**src/rtl/game_pkg.sv**
```systemverilog
// Shared game geometry, obstacle constants and state encoding used by the
// obstacle, scoring and player blocks.
package game_pkg;

  localparam logic [9:0] SCREEN_W  = 10'd640;
  localparam logic [9:0] GROUND_Y  = 10'd450;
  localparam logic [9:0] PLAYER_X  = 10'd100;
  localparam logic [9:0] PLAYER_W  = 10'd30;

  localparam logic [9:0] OBJ_W     = 10'd20;
  localparam logic [9:0] OBJ_H     = 10'd20;
  localparam logic [9:0] LANE_STEP = 10'd60;
  localparam logic [9:0] SPEED     = 10'd4;
  localparam logic [5:0] MIN_GAP   = 6'd16;

  typedef enum logic [1:0] {
    WAIT = 2'd0,
    MOVE = 2'd1,
    HIT  = 2'd2
  } obj_state_t;

  // Lane 0 sits on the ground; each higher lane is LANE_STEP pixels further up.
  function automatic logic [9:0] lane_top_y(input logic [1:0] lane);
    return GROUND_Y - OBJ_H - (10'(lane) * LANE_STEP);
  endfunction

endpackage

```
**src/rtl/game_lfsr8.sv**
```systemverilog
// 8-bit Fibonacci LFSR (taps 8,6,5,4) stepping once per enable; shared by
// the obstacle and scoring blocks as a cheap pseudo-random source.
module game_lfsr8 #(
  parameter logic [7:0] SEED = 8'hA5
) (
  input  logic       clk,
  input  logic       rst,
  input  logic       en,
  output logic [7:0] q
);

  logic feedback;

  assign feedback = q[7] ^ q[5] ^ q[4] ^ q[3];

  // The all-zero lock-up state is unreachable from a nonzero seed, but is
  // still steered back to the seed so a corrupted register cannot stick.
  always_ff @(posedge clk or negedge rst) begin
    if (!rst) begin
      q <= SEED;
    end else if (en) begin
      if (q == 8'd0) q <= SEED;
      else           q <= {q[6:0], feedback};
    end
  end

endmodule

```
**src/rtl/obstacle_collision_detector.sv**
```systemverilog
// Owns one scrolling pickup obstacle, tests it against the player rectangle
// each game tick and raises a one-tick collision pulse when it is caught.
module obstacle_collision_detector
  import game_pkg::*;
#(
  parameter logic [7:0] LFSR_SEED = 8'hA5
) (
  input  logic       clk,
  input  logic       rst,
  input  logic       game_en,
  input  logic [9:0] current_height,
  output logic       collision,
  output logic [9:0] obj_x,
  output logic [9:0] obj_y,
  output logic       obj_visible
);

  obj_state_t state_q, state_d;
  logic [6:0] gap_q, gap_d;
  logic [9:0] x_d, y_d;
  logic       vis_d, col_d;
  logic [7:0] lfsr;
  logic [6:0] gap_reload;
  logic       unused_lfsr_hi;

  logic [10:0] player_top;
  logic [10:0] player_right;
  logic [10:0] obj_right;
  logic [10:0] obj_bottom;
  logic        overlap;

  game_lfsr8 #(.SEED(LFSR_SEED)) u_lfsr (
    .clk (clk),
    .rst (rst),
    .en  (game_en),
    .q   (lfsr)
  );

  assign unused_lfsr_hi = ^lfsr[7:4];
  assign gap_reload     = 7'(MIN_GAP) + 7'(lfsr[3:0]);

  // Eleven-bit geometry so edge sums near the screen limit cannot wrap.
  assign player_top   = (current_height >= GROUND_Y) ? 11'd0
                      : ({1'b0, GROUND_Y} - {1'b0, current_height});
  assign player_right = {1'b0, PLAYER_X} + {1'b0, PLAYER_W};
  assign obj_right    = {1'b0, obj_x} + {1'b0, OBJ_W};
  assign obj_bottom   = {1'b0, obj_y} + {1'b0, OBJ_H};

  assign overlap = ({1'b0, obj_x} < player_right) &&
                   (obj_right > {1'b0, PLAYER_X}) &&
                   (obj_y < GROUND_Y) &&
                   (obj_bottom > player_top);

  always_ff @(posedge clk or negedge rst) begin
    if (!rst) begin
      state_q     <= WAIT;
      gap_q       <= 7'(MIN_GAP);
      obj_x       <= 10'd0;
      obj_y       <= 10'd0;
      obj_visible <= 1'b0;
      collision   <= 1'b0;
    end else begin
      state_q     <= state_d;
      gap_q       <= gap_d;
      obj_x       <= x_d;
      obj_y       <= y_d;
      obj_visible <= vis_d;
      collision   <= col_d;
    end
  end

  // A hit takes priority over running off the left edge; the obstacle is
  // consumed on the hit tick so it can never produce a second pulse.
  always_comb begin
    state_d = state_q;
    gap_d   = gap_q;
    x_d     = obj_x;
    y_d     = obj_y;
    vis_d   = obj_visible;
    col_d   = collision;

    if (game_en) begin
      case (state_q)
        WAIT: begin
          if (gap_q == 7'd0) begin
            x_d     = SCREEN_W;
            y_d     = lane_top_y(lfsr[1:0]);
            vis_d   = 1'b1;
            state_d = MOVE;
          end else begin
            gap_d = gap_q - 7'd1;
          end
        end
        MOVE: begin
          if (overlap) begin
            col_d   = 1'b1;
            vis_d   = 1'b0;
            state_d = HIT;
          end else if (obj_x < SPEED) begin
            vis_d   = 1'b0;
            gap_d   = gap_reload;
            state_d = WAIT;
          end else begin
            x_d = obj_x - SPEED;
          end
        end
        HIT: begin
          col_d   = 1'b0;
          gap_d   = gap_reload;
          state_d = WAIT;
        end
        default: begin
          col_d   = 1'b0;
          vis_d   = 1'b0;
          gap_d   = gap_reload;
          state_d = WAIT;
        end
      endcase
    end
  end

endmodule

```
**config.mk**
```make
export PLATFORM = sky130hd
export DESIGN_NAME = obstacle_collision_detector
export DESIGN_NICKNAME = d
export VERILOG_FILES = /design/src/rtl/game_pkg.sv /design/src/rtl/game_lfsr8.sv /design/src/rtl/obstacle_collision_detector.sv
export SDC_FILE = /design/constraint.sdc
export NUM_CORES = 1
export LEC_CHECK = 0
export CAP_MARGIN = 0
export CORE_MARGIN = 2
export CORE_UTILIZATION = 30
export CTS_CLUSTER_SIZE = 24
export DETAILED_ROUTE_END_ITERATION = 6
export GPL_TIMING_DRIVEN = 0
export SLEW_MARGIN = 20
export SYNTH_ARGS = -nofsm -noshare
export SYNTH_HDL_FRONTEND = slang
export SYNTH_SLANG_ARGS = --single-unit
```
**constraint.sdc**
```tcl
create_clock -name clk -period 2.8 [get_ports clk]
set_input_delay 0.56 -clock clk [delete_from_list [all_inputs] [get_ports clk]]
set_output_delay 0.56 -clock clk [all_outputs]
set_load 0.01 [all_outputs]
```
# Yosys cells after proc, flatten, opt, wreduce, memory -nomap -nowiden
# Index checks and enable logic that the tools add are counted.
word_totals:
  output_inout_bits: 22
  regBits: 39
classes:
  addsub: 7
  magnitude_cmp: 6
  n_mul: 1
  n_eq_ne: 9
  reduce_logical: 13
  n_bitwise: 5
  n_mux: 20
ops:
  columns: ["operator", "count"]
  rows:
  - ["10-bit two-way mux", 3]
  - ["10-bit by 5-bit adder with 11-bit output, second input constant", 2]
  - ["7-bit two-way mux", 3]
  - ["10-bit one-hot mux with 2 select lines", 1]
  - ["7-bit one-hot mux with 2 select lines", 1]
  - ["2-bit != test, second input constant", 6]
  - ["11-bit > comparator", 1]
  - ["11-bit by 7-bit > comparator with 1-bit output, second input constant", 1]
  - ["11-bit two-way mux", 1]
  - ["9-bit by 10-bit subtractor with 11-bit output, first input constant", 1]
  - ["10-bit by 9-bit >= comparator with 1-bit output, second input constant", 1]
  - ["10-bit by 3-bit less-than comparator with 1-bit output, second input constant", 1]
  - ["10-bit by 8-bit less-than comparator with 1-bit output, second input constant", 1]
  - ["10-bit by 9-bit less-than comparator with 1-bit output, second input constant", 1]
  - ["10-bit by 3-bit subtractor with 10-bit output, second input constant", 1]
  - ["9-bit by 8-bit subtractor with 10-bit output, first input constant", 1]
  - ["3-bit AND reduction", 3]
  - ["8-bit logical NOT", 1]
  - ["8-bit two-way mux", 1]
  - ["4-bit AND reduction", 2]
  - ["7-bit logical NOT", 1]
  - ["7-bit by 1-bit subtractor with 7-bit output, second input constant", 1]
  - ["5-bit by 4-bit adder with 6-bit output, first input constant", 1]
  - ["2-bit by 4-bit multiplier with 6-bit output, second input constant", 1]
  - ["other kinds (14)", 24]

# Depth between registers and ports, before layout
depth:
  word_depth: 7
  ltp_mapped: 14

# Modules after synthesis
# From an unflattened synthesis, not the netlist that was laid out.
hier_totals:
  hier_cells: 274
  hier_area_um2: 2484.9
modules_own_cells:
  columns: ["mod", "n_inst", "seq_area_each_um2", "area_per_inst_um2", "cells_each"]
  rows:
  - ["obstacle_collision_detector", 1, 651.9, 2129.5, 242]
  - ["game_lfsr8", 1, 205.2, 355.3, 32]

# Worst setup path after synthesis
# No wires, ideal clock.
synth_timing:
  kind: "input to register"
  startpoint: "in current_height[4]"
  endpoint: "reg obj_x[6]"
  setup_slack_ns: -0.465
  path_buffers: 1
  t_arrival_ns: 3.141
  cell_stages: 12
  path_cell_list: "or4_4 -> o211ai_1 -> xor2_1 -> nand2_1 -> ha_1 -> nand3_1 -> a2111oi_4 -> a21oi_1 -> and2_4 -> buf_6 -> o311a_1 -> a211o_1"
synth_via:
  elab_chain_cells: 6
synth_lines:
  columns: ["element", "line_no", "rtl"]
  rows:
  - ["start, declared", "obstacle_collision_detector.sv:11", "input logic [9:0] current_height,"]
  - ["9-bit by 10-bit subtractor with 11-bit output / 10-bit by 9-bit >= comparator with 1-bit output (equally long branches)", "obstacle_collision_detector.sv:44, obstacle_collision_detector.sv:43", null]
  - ["11-bit two-way mux (*)", "obstacle_collision_detector.sv:43", "assign player_top = (current_height >= GROUND_Y) ? 11'd0"]
  - ["11-bit > comparator (*)", "obstacle_collision_detector.sv:52", "(obj_bottom > player_top);"]
  - ["1-bit logical AND (*)", "obstacle_collision_detector.sv:51", "(obj_y < GROUND_Y) &&"]
  - ["2-bit != test (no source line) (*)", null, null]
  - ["5-bit AND reduction (no source line) (*)", null, null]
  - ["end signal, assigned", "obstacle_collision_detector.sv:58", "obj_x <= 10'd0;"]
  - ["end signal, assigned", "obstacle_collision_detector.sv:65", "obj_x <= x_d;"]
  - ["end, declared", "obstacle_collision_detector.sv:13", "output logic [9:0] obj_x,"]
# Every way passes the cells marked *; elsewhere a longest branch is shown, timed or not.
# A chain may end at the register's enable or synchronous reset.

# Worst setup path after layout
layout_timing:
  startpoint: "in current_height[3]"
  endpoint: "reg obj_x[6]"
# The elaborated chain is that of the path after synthesis.

==> flow_summary.yaml <==
placement:
  io_buffers: 30
  gp_congestion: 0.808
  dp_hpwl_microns: 4090
  place_inst: 399
  pre_cts_ws_ns: -1.09
logic_synthesis:
  synthArstFlopShare_pct: 100
  synthAdderAreaFrac_pct: 10.9
  muxShareOfSynthArea_pct: 1.82
  synth_top_family_by_area: "compound AO/OA/AOI/OAI gates"
  yosysSeqAreaShare_pct: 35.6
  synth-edff-count: 0
  synth_ff_type: "dfrtp_1"
  yosysWarnings: 0
  avgSynthCellArea_sq_um: 9.16
  synth-compound-area-share_pct: 23.1
  netlist_area_sq_mm: 0.00241
  synth-seq-cells: 34
  synth_xor_area_share_pct: 5.09
  synth-simple-area-share_pct: 17.7
  syn_inst: 263
  synth_cell_types: 61
routing:
  ant_nets: 0
  drc: 0
  dr.pass1.iters: 4
  drt_wl_total_microns: 5450
  drt-initial-drc-count: 89
  wl_per_cell_microns: 13.2
  avgViaCountPerCell: 4.96
  via_count: 2044
cts:
  htreeDepth: 2
  clk_latency_ns: 0.29
  clk_pin_slew_ns: 0.09
  cts_tree: "done"
  numCtsBuffers: 5
  cts.sinks: 34
  clockBufferDepth: 2
  cts_hold_buf: 0
  root_buffer: "clkbuf_8"
layout:
  fin_nets: 343
  antenna_cells: 0
  layout.cells.non_filler: 412
  area_growth_pct: 30.6
  drive_above_1_share_pct: 20.6
pwr:
  p_int_uw: 1590
  ir_worst_vdd_mv: 0.469
  switchingPower_uw: 1030
  p_leak_uw: 0.00130
  pwr-share-comb_pct: 48.7
  p_per_area_mw_per_mm2: 832
  p_total_uw: 2620
  pwr-share-seq_pct: 33.8
  power_frac_clock_pct: 17.6
  p_sw_share_pct: 39.3
critical_path:
  cp.required_ns: 2.98
  crit_path_cell_trace: "buf_8, or4_4, nor2_4, xor2_2, nand2_2, ha_4, nand4_1, o221ai_1, nand2b_1, a21oi_2, and2_4, buf_6, nor3_4, a211o_1"
  worstPathArrival_ns: 3.10
  crit_family: "simple AND/OR/NAND/NOR gates"
  crit_type: "primary input to flop"
  crit_path_top_delay_cell: "or4_4"
  crit_buf_inv: 2
  slowest_delay_ns: 0.58
  worst_setup_path_end_kind: "flop"
  cp_max_fo: 4
  startpoint_type: "primary input"
sta:
  setup_slack_ns: -0.116
  hold_viol_final: 0
  final_max_slew_viol_count: 0
  finalSetupViolCount: 8
  hold_ws_ns: 0.186
  rsz0062_at_grt: "yes"
  fmax_mhz: 343
  slew_headroom_pct: 48.2
  period_share_pct: 104
  worstMarginPinSlew_ns: 0.766
  fin_crit_ns: 2.92
  fin_worst_skew_ns: 0.0156
outcome:
  status: "finished, violations left"
  violations: "setup timing"
min_path:
  hp-class: "primary input to async pin"
die:
  dieArea_sq_mm: 0.00877
  ioPinCount: 35
  rows: 32
  design.core.area_sq_mm: 0.00777
  die_y_microns: 93.6
  start_util_pct: 31.0
  die_width_microns: 93.6
global_route:
  antenna_found_initial: 0
  grt_start_max_net_pins: 21
  grt_pass1_vias: 1948
  grt_pass1_wl_microns: 8910
  track_usage_pct: 12.7
  grt_overflow_total: 0
run:
  cap_violations: 0
==> what timing repair did <==
action                                  in CTS  in global routing
pin swaps                                   10                 15
setup buffers                                4                  2
gates resized for setup                     31                 20
endpoints found under the setup margin      10                 10
==> area by class of cell <==
cell class                      instances  area (sq um)
Timing Repair Buffer                   37           372
Clock inverter                          3          45.0
Buffer                                 14          75.1
Fill cell                             770          4620
Sequential cell                        34           857
Inverter                               13          48.8
Tap cell                              102           128
Multi-Input combinational cell        204          1550
Clock buffer                            5          68.8
==> worst paths after layout <==
kind | startpoint | end | slack [ns] | cells past startpoint
worst min register to register | gap_q[6] | gap_q[6] | 0.48 | 1
worst max-delay path | current_height[3] | obj_x[6] | -0.12 | 14
max in group asynchronous | rst | u_lfsr.q[0] | 2.08 | 2
worst max register to register | obj_y[7] | obj_x[6] | 0.06 | 12
min in group clk | gap_q[6] | gap_q[6] | 0.48 | 1
worst min-delay path | rst | gap_q[6] | 0.19 | 1
==> power by group through the flow <==
stage	registers, uW	logic [uW]	clock network (uW)
finish	884	1270	460
global route	923	1430	484
CTS	886	1270	469
detailed placement	893	1230	0
global placement	890	1190	0
floorplan	887	790	0
==> kinds of logic (layout without fill, tap and decap cells) <==
kind of cell	count (synthesis)	count (layout)
muxes	4	4
and+or+nand+nor	79	79
AOI/OAI and AO/OA	81	81
xor gates and xnor gates	14	14
buffers and inverters	28	72
DFF	34	34
adders and majority gates	21	21
other	2	5
==> cells in the final DEF, fill, tap and decap left out, types with 2 or more instances in the layout <==
cell             synthesis  routed
nand3_1                  7       6
conb_1                   2       5
xnor2_1                  9       9
a21oi_1                 19      16
o31ai_1                  4       4
o21ai_0                 13      12
nand4_1                  2       2
inv_1                   13      13
clkbuf_8                 0       5
ha_4                     0       3
buf_2                    3       6
a31oi_1                  4       3
clkdlybuf4s50_1          0      20
clkbuf_1                 5       5
nor3_1                   5       4
o41ai_1                  2       2
clkinvlp_4               0       2
xor2_1                   5       4
nand2b_1                 8       8
a21oi_2                  0       3
buf_6                    1       3
dlymetal6s2s_1           0       3
o21ai_1                 11      12
o21a_1                   2       2
dfrtp_1                 29      29
ha_1                    21      18
nand2_1                 21      19
nand2_2                  0       2
nor2_1                  16      15
o211ai_1                 2       2
o22a_1                   3       3
buf_4                    5      10
nor3b_1                  4       3
dfstp_2                  5       5
or2_2                    2       2
o22ai_1                  2       2
a211o_1                  3       3
mux2_2                   3       3
==> through the flow <==
step / setup TNS [ns] / utilization (%) / instance area, sq um
floorplan: -0.663 / - / 2450
global placement: -8.04 / 37.1 / 2880
detailed placement: -8.83 / 37.4 / 2900
CTS: -1.04 / 39.5 / 3070
global route: -1.91 / 40.5 / 3150
finish: -0.533 / 40.5 / 3150
==> synthesized netlist by cell type (4+ instances only) <==
cell type	number	share of area, %
a21oi_1	19	3.9
a31oi_1	4	1.0
buf_4	5	1.6
clkbuf_1	5	0.78
dfrtp_1	29	30
dfstp_2	5	5.5
ha_1	21	11
inv_1	13	2.0
nand2_1	21	3.3
nand2b_1	8	2.1
nand3_1	7	1.5
nor2_1	16	2.5
nor3_1	5	1.0
nor3b_1	4	1.2
o21ai_0	13	2.7
o21ai_1	11	2.3
o31ai_1	4	1.2
xnor2_1	9	3.3
xor2_1	5	1.8
==> flip-flops by register name, summed over array words and instances (netlist names) <==
register	cells
state_q	2
obj_visible	1
obj_x	8
gap_q	7
u_lfsr.q	8
collision	1
obj_y	7
==> per-layer routing <==
| metal | vias up | wire (microns) | global-route usage [%] |
|---|---|---|---|
| li1 | 1035 | - | - |
| met1 | 967 | 2610 | 16.7 |
| met2 | 40 | 2530 | 21.3 |
| met4 | 0 | 36 | 3.02 |
| met5 | - | 0 | 0 |
| met3 | 2 | 267 | 2.90 |
Note: power is estimated with default switching activity, not from simulation.
